File: src/rtl/external_rx_gearbox_sync_if.sv
// GTX RX gearbox side-band bundle for external_rx_gearbox_sync.
// master drives the gearbox inputs; slave is the block-lock/sync logic.
interface external_rx_gearbox_sync_if;
    logic [31:0] i_data;
    logic [1:0]  i_header;
    logic        i_header_valid;
    logic        i_datavalid;
    logic        o_rxgearboxslip;
    logic        o_block_lock;
    logic [31:0] o_data;
    logic [1:0]  o_header;
    logic        o_start_of_block;
    logic        o_data_valid;
    logic [15:0] o_bad_header_count;

    modport master (
        output i_data, i_header, i_header_valid, i_datavalid,
        input  o_rxgearboxslip, o_block_lock, o_data, o_header, o_start_of_block,
               o_data_valid, o_bad_header_count
    );

    modport slave (
        input  i_data, i_header, i_header_valid, i_datavalid,
        output o_rxgearboxslip, o_block_lock, o_data, o_header, o_start_of_block,
               o_data_valid, o_bad_header_count
    );
endinterface

File: src/rtl/external_rx_gearbox_sync.sv
// 64b/66b block-lock FSM and registered datapath behind the GTX built-in RX gearbox.
// Optional invalid-header statistics counter enabled by defining RX_GEARBOX_STATS_EN.
module external_rx_gearbox_sync #(
    parameter int unsigned SH_CNT_MAX       = 64,
    parameter int unsigned SH_INVALID_MAX   = 16,
    parameter int unsigned SLIP_WAIT_CYCLES = 32
) (
    input  logic                             i_usrclk2,
    input  logic                             i_rst_n,
    external_rx_gearbox_sync_if.slave        bus
);

    localparam int unsigned SH_CNT_W    = $clog2(SH_CNT_MAX + 1);
    localparam int unsigned SH_INV_W    = $clog2(SH_INVALID_MAX + 1);
    localparam int unsigned SLIP_WAIT_W = (SLIP_WAIT_CYCLES > 1) ? $clog2(SLIP_WAIT_CYCLES) : 1;

    localparam logic [2:0] LOCK_INIT = 3'd0;
    localparam logic [2:0] RESET_CNT = 3'd1;
    localparam logic [2:0] TEST_SH   = 3'd2;
    localparam logic [2:0] SLIP      = 3'd3;
    localparam logic [2:0] WAIT_SLIP = 3'd4;

    logic [2:0]             state_q, state_d;
    logic                   lock_q, lock_d;
    logic [SH_CNT_W-1:0]    sh_cnt_q, sh_cnt_d, sh_cnt_inc;
    logic [SH_INV_W-1:0]    sh_inv_q, sh_inv_d, sh_inv_inc;
    logic [SLIP_WAIT_W-1:0] slip_wait_q, slip_wait_d;
    logic                   slip_q;

    logic                   test_event;
    logic                   hdr_invalid;

    logic [31:0]            data_q;
    logic [1:0]             header_q;
    logic                   sob_q;
    logic                   data_valid_q;

    assign test_event  = bus.i_header_valid && bus.i_datavalid;
    // 2'b00 and 2'b11 are the only illegal sync headers
    assign hdr_invalid = (bus.i_header[1] == bus.i_header[0]);

    assign sh_cnt_inc = sh_cnt_q + SH_CNT_W'(1);
    assign sh_inv_inc = sh_inv_q + SH_INV_W'(hdr_invalid);

    always_comb begin
        state_d     = state_q;
        lock_d      = lock_q;
        sh_cnt_d    = sh_cnt_q;
        sh_inv_d    = sh_inv_q;
        slip_wait_d = slip_wait_q;
        case (state_q)
            LOCK_INIT: begin
                lock_d  = 1'b0;
                state_d = RESET_CNT;
            end
            RESET_CNT: begin
                sh_cnt_d = '0;
                sh_inv_d = '0;
                state_d  = TEST_SH;
            end
            TEST_SH: begin
                if (test_event) begin
                    sh_cnt_d = sh_cnt_inc;
                    sh_inv_d = sh_inv_inc;
                    if (!lock_q) begin
                        if (hdr_invalid) begin
                            state_d = SLIP;
                        end else if (sh_cnt_inc == SH_CNT_W'(SH_CNT_MAX)) begin
                            lock_d  = 1'b1;
                            state_d = RESET_CNT;
                        end
                    end else if (sh_inv_inc == SH_INV_W'(SH_INVALID_MAX)) begin
                        // Too many bad headers wins over a window ending on the same event
                        lock_d  = 1'b0;
                        state_d = SLIP;
                    end else if (sh_cnt_inc == SH_CNT_W'(SH_CNT_MAX)) begin
                        state_d = RESET_CNT;
                    end
                end
            end
            SLIP: begin
                slip_wait_d = '0;
                state_d     = WAIT_SLIP;
            end
            WAIT_SLIP: begin
                if (slip_wait_q == SLIP_WAIT_W'(SLIP_WAIT_CYCLES - 1)) begin
                    state_d = RESET_CNT;
                end else begin
                    slip_wait_d = slip_wait_q + SLIP_WAIT_W'(1);
                end
            end
            default: begin
                state_d = LOCK_INIT;
            end
        endcase
    end

    always_ff @(posedge i_usrclk2 or negedge i_rst_n) begin
        if (!i_rst_n) begin
            state_q     <= LOCK_INIT;
            lock_q      <= 1'b0;
            sh_cnt_q    <= '0;
            sh_inv_q    <= '0;
            slip_wait_q <= '0;
            slip_q      <= 1'b0;
        end else begin
            state_q     <= state_d;
            lock_q      <= lock_d;
            sh_cnt_q    <= sh_cnt_d;
            sh_inv_q    <= sh_inv_d;
            slip_wait_q <= slip_wait_d;
            // Registered so the GTX sees a clean one-cycle pulse during SLIP
            slip_q      <= (state_d == SLIP);
        end
    end

    always_ff @(posedge i_usrclk2 or negedge i_rst_n) begin
        if (!i_rst_n) begin
            data_q       <= '0;
            header_q     <= '0;
            sob_q        <= 1'b0;
            data_valid_q <= 1'b0;
        end else begin
            data_q       <= bus.i_data;
            sob_q        <= test_event;
            data_valid_q <= bus.i_datavalid && lock_q;
            if (test_event) begin
                header_q <= bus.i_header;
            end
        end
    end

`ifdef RX_GEARBOX_STATS_EN
    logic [15:0] bad_cnt_q;

    always_ff @(posedge i_usrclk2 or negedge i_rst_n) begin
        if (!i_rst_n) begin
            bad_cnt_q <= '0;
        end else if (test_event && hdr_invalid && lock_q && (bad_cnt_q != 16'hFFFF)) begin
            bad_cnt_q <= bad_cnt_q + 16'd1;
        end
    end

    assign bus.o_bad_header_count = bad_cnt_q;
`else
    assign bus.o_bad_header_count = 16'h0000;
`endif

    assign bus.o_rxgearboxslip  = slip_q;
    assign bus.o_block_lock     = lock_q;
    assign bus.o_data           = data_q;
    assign bus.o_header         = header_q;
    assign bus.o_start_of_block = sob_q;
    assign bus.o_data_valid     = data_valid_q;

endmodule

File: src/flat_wrapper.sv
// flat-port wrapper written by rule: the top's interface ports become plain ports
module external_rx_gearbox_sync_flat 
#(
    parameter int unsigned SH_CNT_MAX       = 64,
    parameter int unsigned SH_INVALID_MAX   = 16,
    parameter int unsigned SLIP_WAIT_CYCLES = 32
)
  (i_usrclk2, i_rst_n, bus_i_data, bus_i_header, bus_i_header_valid, bus_i_datavalid, bus_o_rxgearboxslip, bus_o_block_lock, bus_o_data, bus_o_header, bus_o_start_of_block, bus_o_data_valid, bus_o_bad_header_count);
  external_rx_gearbox_sync_if bus_i ();
  input  logic i_usrclk2;
  input  logic i_rst_n;
  input wire logic [$bits(bus_i.i_data)-1:0] bus_i_data;
  input wire logic [$bits(bus_i.i_header)-1:0] bus_i_header;
  input wire logic [$bits(bus_i.i_header_valid)-1:0] bus_i_header_valid;
  input wire logic [$bits(bus_i.i_datavalid)-1:0] bus_i_datavalid;
  output wire logic [$bits(bus_i.o_rxgearboxslip)-1:0] bus_o_rxgearboxslip;
  output wire logic [$bits(bus_i.o_block_lock)-1:0] bus_o_block_lock;
  output wire logic [$bits(bus_i.o_data)-1:0] bus_o_data;
  output wire logic [$bits(bus_i.o_header)-1:0] bus_o_header;
  output wire logic [$bits(bus_i.o_start_of_block)-1:0] bus_o_start_of_block;
  output wire logic [$bits(bus_i.o_data_valid)-1:0] bus_o_data_valid;
  output wire logic [$bits(bus_i.o_bad_header_count)-1:0] bus_o_bad_header_count;
  assign bus_i.i_data = bus_i_data;
  assign bus_i.i_header = bus_i_header;
  assign bus_i.i_header_valid = bus_i_header_valid;
  assign bus_i.i_datavalid = bus_i_datavalid;
  assign bus_o_rxgearboxslip = bus_i.o_rxgearboxslip;
  assign bus_o_block_lock = bus_i.o_block_lock;
  assign bus_o_data = bus_i.o_data;
  assign bus_o_header = bus_i.o_header;
  assign bus_o_start_of_block = bus_i.o_start_of_block;
  assign bus_o_data_valid = bus_i.o_data_valid;
  assign bus_o_bad_header_count = bus_i.o_bad_header_count;
  external_rx_gearbox_sync #(.SH_CNT_MAX(SH_CNT_MAX), .SH_INVALID_MAX(SH_INVALID_MAX), .SLIP_WAIT_CYCLES(SLIP_WAIT_CYCLES)) u_core (.i_usrclk2(i_usrclk2), .i_rst_n(i_rst_n), .bus(bus_i));
endmodule
File: config.mk
export PLATFORM = sky130hd
export DESIGN_NAME = external_rx_gearbox_sync_flat
export DESIGN_NICKNAME = d
export VERILOG_FILES = /design/src/rtl/external_rx_gearbox_sync_if.sv /design/src/rtl/external_rx_gearbox_sync.sv /design/src/flat_wrapper.sv
export SDC_FILE = /design/constraint.sdc
export NUM_CORES = 1
export LEC_CHECK = 0
export CAP_MARGIN = 15
export CELL_PAD_IN_SITES_DETAIL_PLACEMENT = 0
export CELL_PAD_IN_SITES_GLOBAL_PLACEMENT = 2
export CORE_MARGIN = 1
export CORE_UTILIZATION = 30
export CTS_BUF_LIST = sky130_fd_sc_hd__clkbuf_8
export DETAILED_ROUTE_END_ITERATION = 12
export MAX_ROUTING_LAYER = met4
export PLACE_DENSITY_LB_ADDON = 0.1
export SLEW_MARGIN = 10
export SYNTH_ARGS = -nofsm -noshare
export SYNTH_HDL_FRONTEND = slang
export SYNTH_SLANG_ARGS = --single-unit
File: constraint.sdc
create_clock -name i_usrclk2 -period 4.2 [get_ports i_usrclk2]
set_input_delay 1.26 -clock i_usrclk2 [delete_from_list [all_inputs] [get_ports i_usrclk2]]
set_output_delay 1.26 -clock i_usrclk2 [all_outputs]
set_load 0.1 [all_outputs]
---- Word-level counts from Yosys, hierarchy flattened ----
Cells that the tools add are included.
cells by class
  reductions and logical operators ........ 9
  mux-type cells .......................... 19
  add/sub/neg operators ................... 3
  equality and inequality tests ........... 11
operators by type and width
  operator                                               count
  one-hot mux 5 bit (2 select lines)                     2
  2-to-1 mux 3 bit                                       6
  one-hot mux 3 bit (5 select lines)                     1
  one-hot mux 7 bit (2 select lines)                     1
  equality test 5 bit, second input constant             2
  2-to-1 mux 5 bit                                       2
  equality test 3 x 2 -> 1 bit, second input constant    3
  adder 7 x 1 -> 7 bit, second input constant            1
  equality test 7 bit, second input constant             1
  2-to-1 mux 7 bit                                       1
  AND reduction 2 bit                                    3
  nonzero test 2 bit                                     3
  adder 5 x 1 -> 5 bit                                   1
  adder 5 x 1 -> 5 bit, second input constant            1
  2-to-1 mux 1 bit                                       5
  equality test 3 x 1 -> 1 bit, second input constant    1
  equality test 3 bit, second input constant             1
  logical NOT 3 bit                                      1
  logical AND 1 bit                                      2
  inequality test 2 x 1 -> 1 bit, second input constant  1
  inequality test 2 bit, second input constant           1
  one-hot mux 1 bit (2 select lines)                     1
  equality test 1 bit                                    1
storage, ports and cells
  word-level logic and storage cells ...... 52
  flip-flop bits (word level) ............. 58
  input port bits ......................... 38

---- Logic depth before layout (Yosys ltp) ----
Gate-level depths: netlist (run 1).
  depth after elaboration ................. 8
  depth in mapped cells ................... 7
  gate-level depth less buffers ........... 7

---- Worst setup path before layout (run 1) ----
OpenSTA, ideal clock, no wires.
  path kind ............................... input to register
  start point ............................. input bus_i_header[1]
  end point ............................... register u_core.lock_q (netlist: u_core.bus.o_block_lock)
  cell stages on the path ................. 7
  library setup time ...................... 0.125 ns
  buffers on the path ..................... 0
  data arrival time ....................... 2.588 ns
  required time ........................... 4.075 ns
  slack ................................... 1.487 ns
  cells stage by stage .................... xnor2_1 -> ha_1 -> ha_1 -> xor2_1 -> nor4b_1 -> a31oi_1 -> o22a_1
on the way
  longest elaborated chain between the ends .. 7
  elaborated cells on any way between the ends .. 8
RTL lines
  item                                    line                             source
  from (decl)                             flat_wrapper.sv:13               input wire logic [$bits(bus_i.i_header)-1:0] bus_i_header;
  equality test 1 bit (*)                 external_rx_gearbox_sync.sv:40   assign hdr_invalid = (bus.i_header[1] == bus.i_header[0]);
  adder 5 x 1 -> 5 bit                    external_rx_gearbox_sync.sv:43   assign sh_inv_inc = sh_inv_q + SH_INV_W'(hdr_invalid);
  equality test 5 bit                     external_rx_gearbox_sync.sv:72   end else if (sh_inv_inc == SH_INV_W'(SH_INVALID_MAX)) begin
  2-to-1 mux 1 bit                        external_rx_gearbox_sync.sv:72
  2-to-1 mux 1 bit (*)                    external_rx_gearbox_sync.sv:65   if (!lock_q) begin
  2-to-1 mux 1 bit (*)                    external_rx_gearbox_sync.sv:62   if (test_event) begin
  one-hot mux 1 bit (2 select lines) (*)  external_rx_gearbox_sync.sv:51   case (state_q)
  to (signal assigned)                    external_rx_gearbox_sync.sv:108  lock_q <= lock_d;
  to (decl)                               external_rx_gearbox_sync.sv:24   logic lock_q, lock_d;
Every way passes the cells marked *; elsewhere a longest branch is shown, timed or not. The select of a mux whose other input is x is not followed.
A chain may end at the register's enable or synchronous reset.

---- Worst setup path in the final report (run 1) ----
  start point ............................. register u_core.lock_q (netlist: u_core.bus.o_block_lock)
  end point ............................... output bus_o_block_lock
RTL lines
  item       line                source
  to (decl)  flat_wrapper.sv:17  output wire logic [$bits(bus_i.o_block_lock)-1:0] bus_o_block_lock;
No word-level cell between the ends.

==> impl_metrics.toml, run 1 <==
[clock_network]
clk_pin_slew_worst_paths_ns = 0.07
cts_root_buffer = "clkbuf_8"
cts_resized = 0
cts_buffers = 9
htreeDepth = 3
cts_max_path_buffers = 2
numClockSinks = 58
cts_tree = "done"
post_cts_buffers = 0
insertion_delay_ns = 0.33
hold_buffers = 0

[finish]
num_antenna_cells = 0
nNetsFinal = 315
final_util = 0.444
stdcell_area_mm2 = 0.00330
fillCellCount = 717
layout-drive-gt1-share = 0.0906
mostFrequentLayoutCells = "74 x clkdlybuf4s50_1, 58 x dfrtp_1, 16 x conb_1, 11 x nand2_1, 10 x o21ai_0"
layout_commonest_cell = "clkdlybuf4s50_1"
synthToLayoutAreaGrowth_pct = 39.9

[timing]
fin_crit_sh = 0.760
timing.setup.tns_ns = 0
hold_violations = 0
rsz0062_at_grt = "false"
max_slew.worst_pin.slew_ns = 1.00
fmax_mhz = 313
period_needed_ns = 3.19
fin_hold_ws_ns = 0.493
slew_violations = 0
setup_viol = 0
fin_skew_ns = 0.00891
slew_headroom = 0.328

[floorplan]
die_w_um = 90.7
initial_core_util = 0.317
dieArea_mm2 = 0.00823
coreArea_mm2 = 0.00745
rows = 31
dieHeight_um = 90.7
io_pins = 92

[routing]
wire_per_inst_um = 14.3
finalWirelength_um = 5370
drc = 0
antenna_left = 0
drtIter0Drc = 48
firstDrtPassIters = 4
via_count = 1708
viasPerCell = 4.55

[job]
max_cap_viol_count = 0

[synthesis]
synth.largest_area_cell = "dfrtp_1"
synth_seq_cells = 58
synth_cell_types = 49
synth_warnings = 0
synth_edf_count = 0
netlist_instances = 190
synth_top_area_share = 0.615
postSynth.asyncResetShare = 1.00
yosys-top-cells-area = "dfrtp_1 61%, buf_4 5.1%, ha_1 2.6%"
ys.flop_type = "dfrtp_1"
synth.cell_area_mm2 = 0.00236
ys_seq_area_frac = 0.615
syn_area_per_cell_um2 = 12.4

[pwr]
p_int_uw = 1000
pwr-share-comb = 0.326
p_total_uw = 1680
netSwitchingPower_uw = 680
netSwitchingFraction = 0.405
power_density_mw_per_mm2 = 508
pwr-share-clk = 0.256
ir_drop_mv = 0.163
share_seq_of_total_power = 0.418
p_leak_uw = 0.00144

[grt]
grtUsageTotal = 0.147
grt_max_degree = 37
grt_pass1_wl_um = 8870
antenna_found_initial = 0
overflow = 0
grt_pass1_vias = 1649

[setup_path]
crit_buf_inv = 1
crit_start = "u_core.bus.o_block_lock$_DFFE_PN0P_"
max_stage_delay_ns = 1.16
slowest_stage = "clkdlybuf4s50_1"
critPathTopFamily = "buffers and inverters"
end_kind = "output pin"
crit_type = "reg -> out"
arrival_ns = 1.93
r2r-start = "u_core.sh_inv_q[0]$_DFFE_PN0P_"
start_kind = "flip-flop"
cp_max_fo = 5
r2r_slack_ns = 2.35
path_cells = "clkdlybuf4s50_1"
required_ns = 2.94

[placement]
port_buffers = 75
place_area_mm2 = 0.00314
gp_congestion = 0.746
hpwl_um = 3760

[outcome]
status = "finished clean"

[min_path]
hp-class = "reg -> reg"
hold_start = "u_core.sh_cnt_q[6]$_DFFE_PN0P_"
## through the flow
step	instances	setup slack (ns)
final	375	1.01
after global routing	375	0.940
after CTS	375	0.981
after detailed placement	360	0.809
after global placement	360	0.862
after floorplan	205	1.49
## power groups by stage
stage               logic [uW]  registers (uW)  clock network (uW)
global placement           556             716                   0
global route               589             717                 476
floorplan                  323             817                   0
finish                     548             702                 429
detailed placement         550             713                   0
CTS                        553             704                 449
## logic make-up (layout without fill, tap and decap cells)
logic type | count (synthesis) | after routing | share of synthesized area
flip-flops | 58 | 58 | 0.615
AND/OR/NAND/NOR | 51 | 51 | 0.126
AO/OA/AOI/OAI | 42 | 42 | 0.121
buffers and inverters | 23 | 94 | 0.0689
adder cells (fa/ha/maj) | 5 | 5 | 0.0265
XOR/XNOR | 5 | 5 | 0.0186
multiplexers | 5 | 5 | 0.0228
other | 1 | 16 | 0.00159
## synthesized netlist by cell type, types with 2 or more instances
| cell | n |
|---|---|
| a21o_2 | 2 |
| a21oi_1 | 7 |
| a22o_1 | 6 |
| a311oi_1 | 2 |
| a31oi_1 | 3 |
| and3_1 | 3 |
| buf_4 | 16 |
| buf_6 | 2 |
| dfrtp_1 | 58 |
| ha_1 | 5 |
| inv_1 | 2 |
| mux2_2 | 3 |
| mux2i_1 | 2 |
| nand2_1 | 11 |
| nand2b_1 | 5 |
| nand3_1 | 5 |
| nand4b_1 | 2 |
| nor2_1 | 7 |
| nor3_1 | 4 |
| nor4b_1 | 2 |
| o21ai_0 | 10 |
| o22ai_1 | 2 |
| or3_1 | 2 |
| xnor2_1 | 3 |
| xor2_1 | 2 |
## state kept, by name, summed over array words and instances, names as in the netlist
name                         flops
u_core.slip_wait_q               5
u_core.bus.o_start_of_block      1
u_core.bus.o_rxgearboxslip       1
u_core.bus.o_header              2
u_core.sh_inv_q                  5
u_core.sh_cnt_q                  7
u_core.state_q                   3
u_core.bus.o_block_lock          1
u_core.bus.o_data               32
u_core.bus.o_data_valid          1
## area by class of cell
type,instances,area (um^2),area share
well taps,99,124,0.0375
inverters,3,11.3,0.00341
flip-flops and latches,58,1450,0.439
multi-input cells,124,803,0.243
repair buffers,76,753,0.228
clock inverters,6,36.3,0.0110
clock buffers,9,124,0.0375
## metal layers
metal	GRT usage	part of all wire
met1	0.181	0.45
met2	0.220	0.48
met3	0.0404	0.053
met4	0.0766	0.021
met5	-	0
## path summary, 6_finish.rpt
kind	depth (start not counted)	to
min	1	u_core.sh_cnt_q[6]$_DFFE_PN0P_
min in group asynchronous	1	u_core.bus.o_data[14]$_DFF_PN0_
max reg2reg	6	u_core.bus.o_rxgearboxslip$_DFF_PN0_
max in group asynchronous	2	u_core.bus.o_data[5]$_DFF_PN0_
min reg2reg	1	u_core.sh_cnt_q[6]$_DFFE_PN0P_
max	1	bus_o_block_lock
(Power assumes the default switching activity.)
==> run 2: changes to the inputs <==
- CORE_UTILIZATION: 30 -> 25
- clock period: 4.2 -> 2.8 ns (I/O delays scaled with it)
==> run 2 against run 1 <==
Against the previous run:
- power is 53% higher
- clock skew is essentially flat
- sequential share of layout area up 0.42 points
- cell count increased by 4.8%
- worst setup slack got worse by 0.74 ns
- combinational power rose by 50%
- clock power grew 58%
- register-to-register slack worse by 1.4 ns
==> impl_metrics.toml, run 2 (synthesis results as in run 1) <==
[floorplan]
dieArea_mm2 = 0.00984
io_pins = 92
die_w_um = 99.2
coreArea_mm2 = 0.00920
dieHeight_um = 99.2
rows = 35
initial_core_util = 0.257

[setup_path]
required_ns = 3.02
cp_max_fo = 3
start_kind = "primary input"
end_kind = "flip-flop"
arrival_ns = 2.75
crit_type = "in -> reg"
r2r_slack_ns = 0.93

[clock_network]
cts_buffers = 9
post_cts_buffers = 0
hold_buffers = 0
cts_max_path_buffers = 2
numClockSinks = 58
clk_pin_slew_worst_paths_ns = 0.07
insertion_delay_ns = 0.34
cts_resized = 0
htreeDepth = 3
cts_root_buffer = "clkbuf_8"
cts_tree = "done"

[grt]
grt_max_degree = 23
overflow = 0
antenna_found_initial = 0
grt_pass1_wl_um = 9250
grtUsageTotal = 0.129
grt_pass1_vias = 1699

[finish]
final_util = 0.356
fillCellCount = 915
layout_commonest_cell = "dfrtp_1"
layout-drive-gt1-share = 0.245
mostFrequentLayoutCells = "58 x dfrtp_1, 44 x buf_4, 36 x clkdlybuf4s50_1, 16 x conb_1, 11 x nand2_1"
largest_register_ffs = 32
stdcell_area_mm2 = 0.00327
num_antenna_cells = 0
nNetsFinal = 320
seq_area_mm2 = 0.00145
multi_input_area_um2 = 803
synthToLayoutAreaGrowth_pct = 38.6

[routing]
via_count = 1721
drtIter0Drc = 102
viasPerCell = 4.38
wire_per_inst_um = 14.8
finalWirelength_um = 5800
drc = 0
antenna_left = 0
firstDrtPassIters = 4

[timing]
fin_skew_ns = 0.00903
slew_violations = 0
rsz0062_at_grt = "false"
fmax_mhz = 395
slew_headroom = 0.652
hold_violations = 0
period_needed_ns = 2.53
setup_viol = 0
setup_slack_ns = 0.267
max_slew.worst_pin.slew_ns = 0.522
fin_crit_sh = 0.905

[placement]
gp_congestion = 0.684
port_buffers = 75
hpwl_um = 4110
dp_slack_ns = -0.0829
place_area_mm2 = 0.00310

[outcome]
status = "finished clean"

[pwr]
power_density_mw_per_mm2 = 783
p_leak_uw = 0.00152
ir_drop_mv = 0.282

[min_path]
hp-class = "in -> async"

[job]
max_cap_viol_count = 0
run 2: cell types whose count changed in the layout (fill, tap and decap cells not counted):
cell             change
clkinv_2             +1
clkinvlp_4           -1
clkbuf_8             +1
clkdlybuf4s50_1     -38
buf_4               +43
run 2: metal layers:
layer | global-route usage | vias to the layer above | share of wire
li1 | - | 824 | -
met1 | 0.166 | 818 | 0.49
met2 | 0.186 | 73 | 0.43
met3 | 0.0492 | 6 | 0.069
met4 | 0.0407 | 0 | 0.013
met5 | - | - | 0
run 2: cell type report:
| type | count | area share |
|---|---|---|
| inverter | 3 | 0.00344 |
| timing repair buffer | 81 | 0.213 |
| sequential | 58 | 0.444 |
| clock inverter | 6 | 0.0103 |
| multi-input combinational | 124 | 0.246 |
| clock buffer | 10 | 0.0421 |
| tap | 111 | 0.0424 |
run 2: path summary, 6_finish.rpt:
kind / from / endpoint / depth (start not counted)
hold / removal: i_rst_n / u_core.bus.o_data[0]$_DFF_PN0_ / 1
setup / recovery: bus_i_header[0] / u_core.bus.o_block_lock$_DFFE_PN0P_ / 9
hold reg to reg: u_core.sh_cnt_q[6]$_DFFE_PN0P_ / u_core.sh_cnt_q[6]$_DFFE_PN0P_ / 1
min in group i_usrclk2: u_core.sh_cnt_q[6]$_DFFE_PN0P_ / u_core.sh_cnt_q[6]$_DFFE_PN0P_ / 1
max in group asynchronous: i_rst_n / u_core.bus.o_header[0]$_DFFE_PN0P_ / 2
setup reg to reg: u_core.slip_wait_q[0]$_DFFE_PN0P_ / u_core.slip_wait_q[1]$_DFFE_PN0P_ / 6
run 2: power breakdown:
group	switching (uW)	internal, uW	leakage (uW)
logic	572	251	0.000707
registers	127	933	0.000722
clock network	342	337	0.0000892
run 2: critical path, stage by stage:
cell and delay [ns]:
clkdlybuf4s50_1 0.43, xnor2_1 0.16, ha_1 0.21, ha_1 0.23
xor2_1 0.17, nor4b_1 0.25, buf_4 0.16, a31oi_1 0.07
o22a_1 0.21
run 2: metrics by stage:
step	hold slack [ns]	cells	power [uW]	setup TNS [ns]
after floorplan	0.457	205	1710	0
after global placement	0.506	377	1920	-0.260
after detailed placement	0.497	377	1900	-0.282
after CTS	0.476	393	2600	0
after global routing	0.489	393	2710	0
final	0.475	393	2560	0
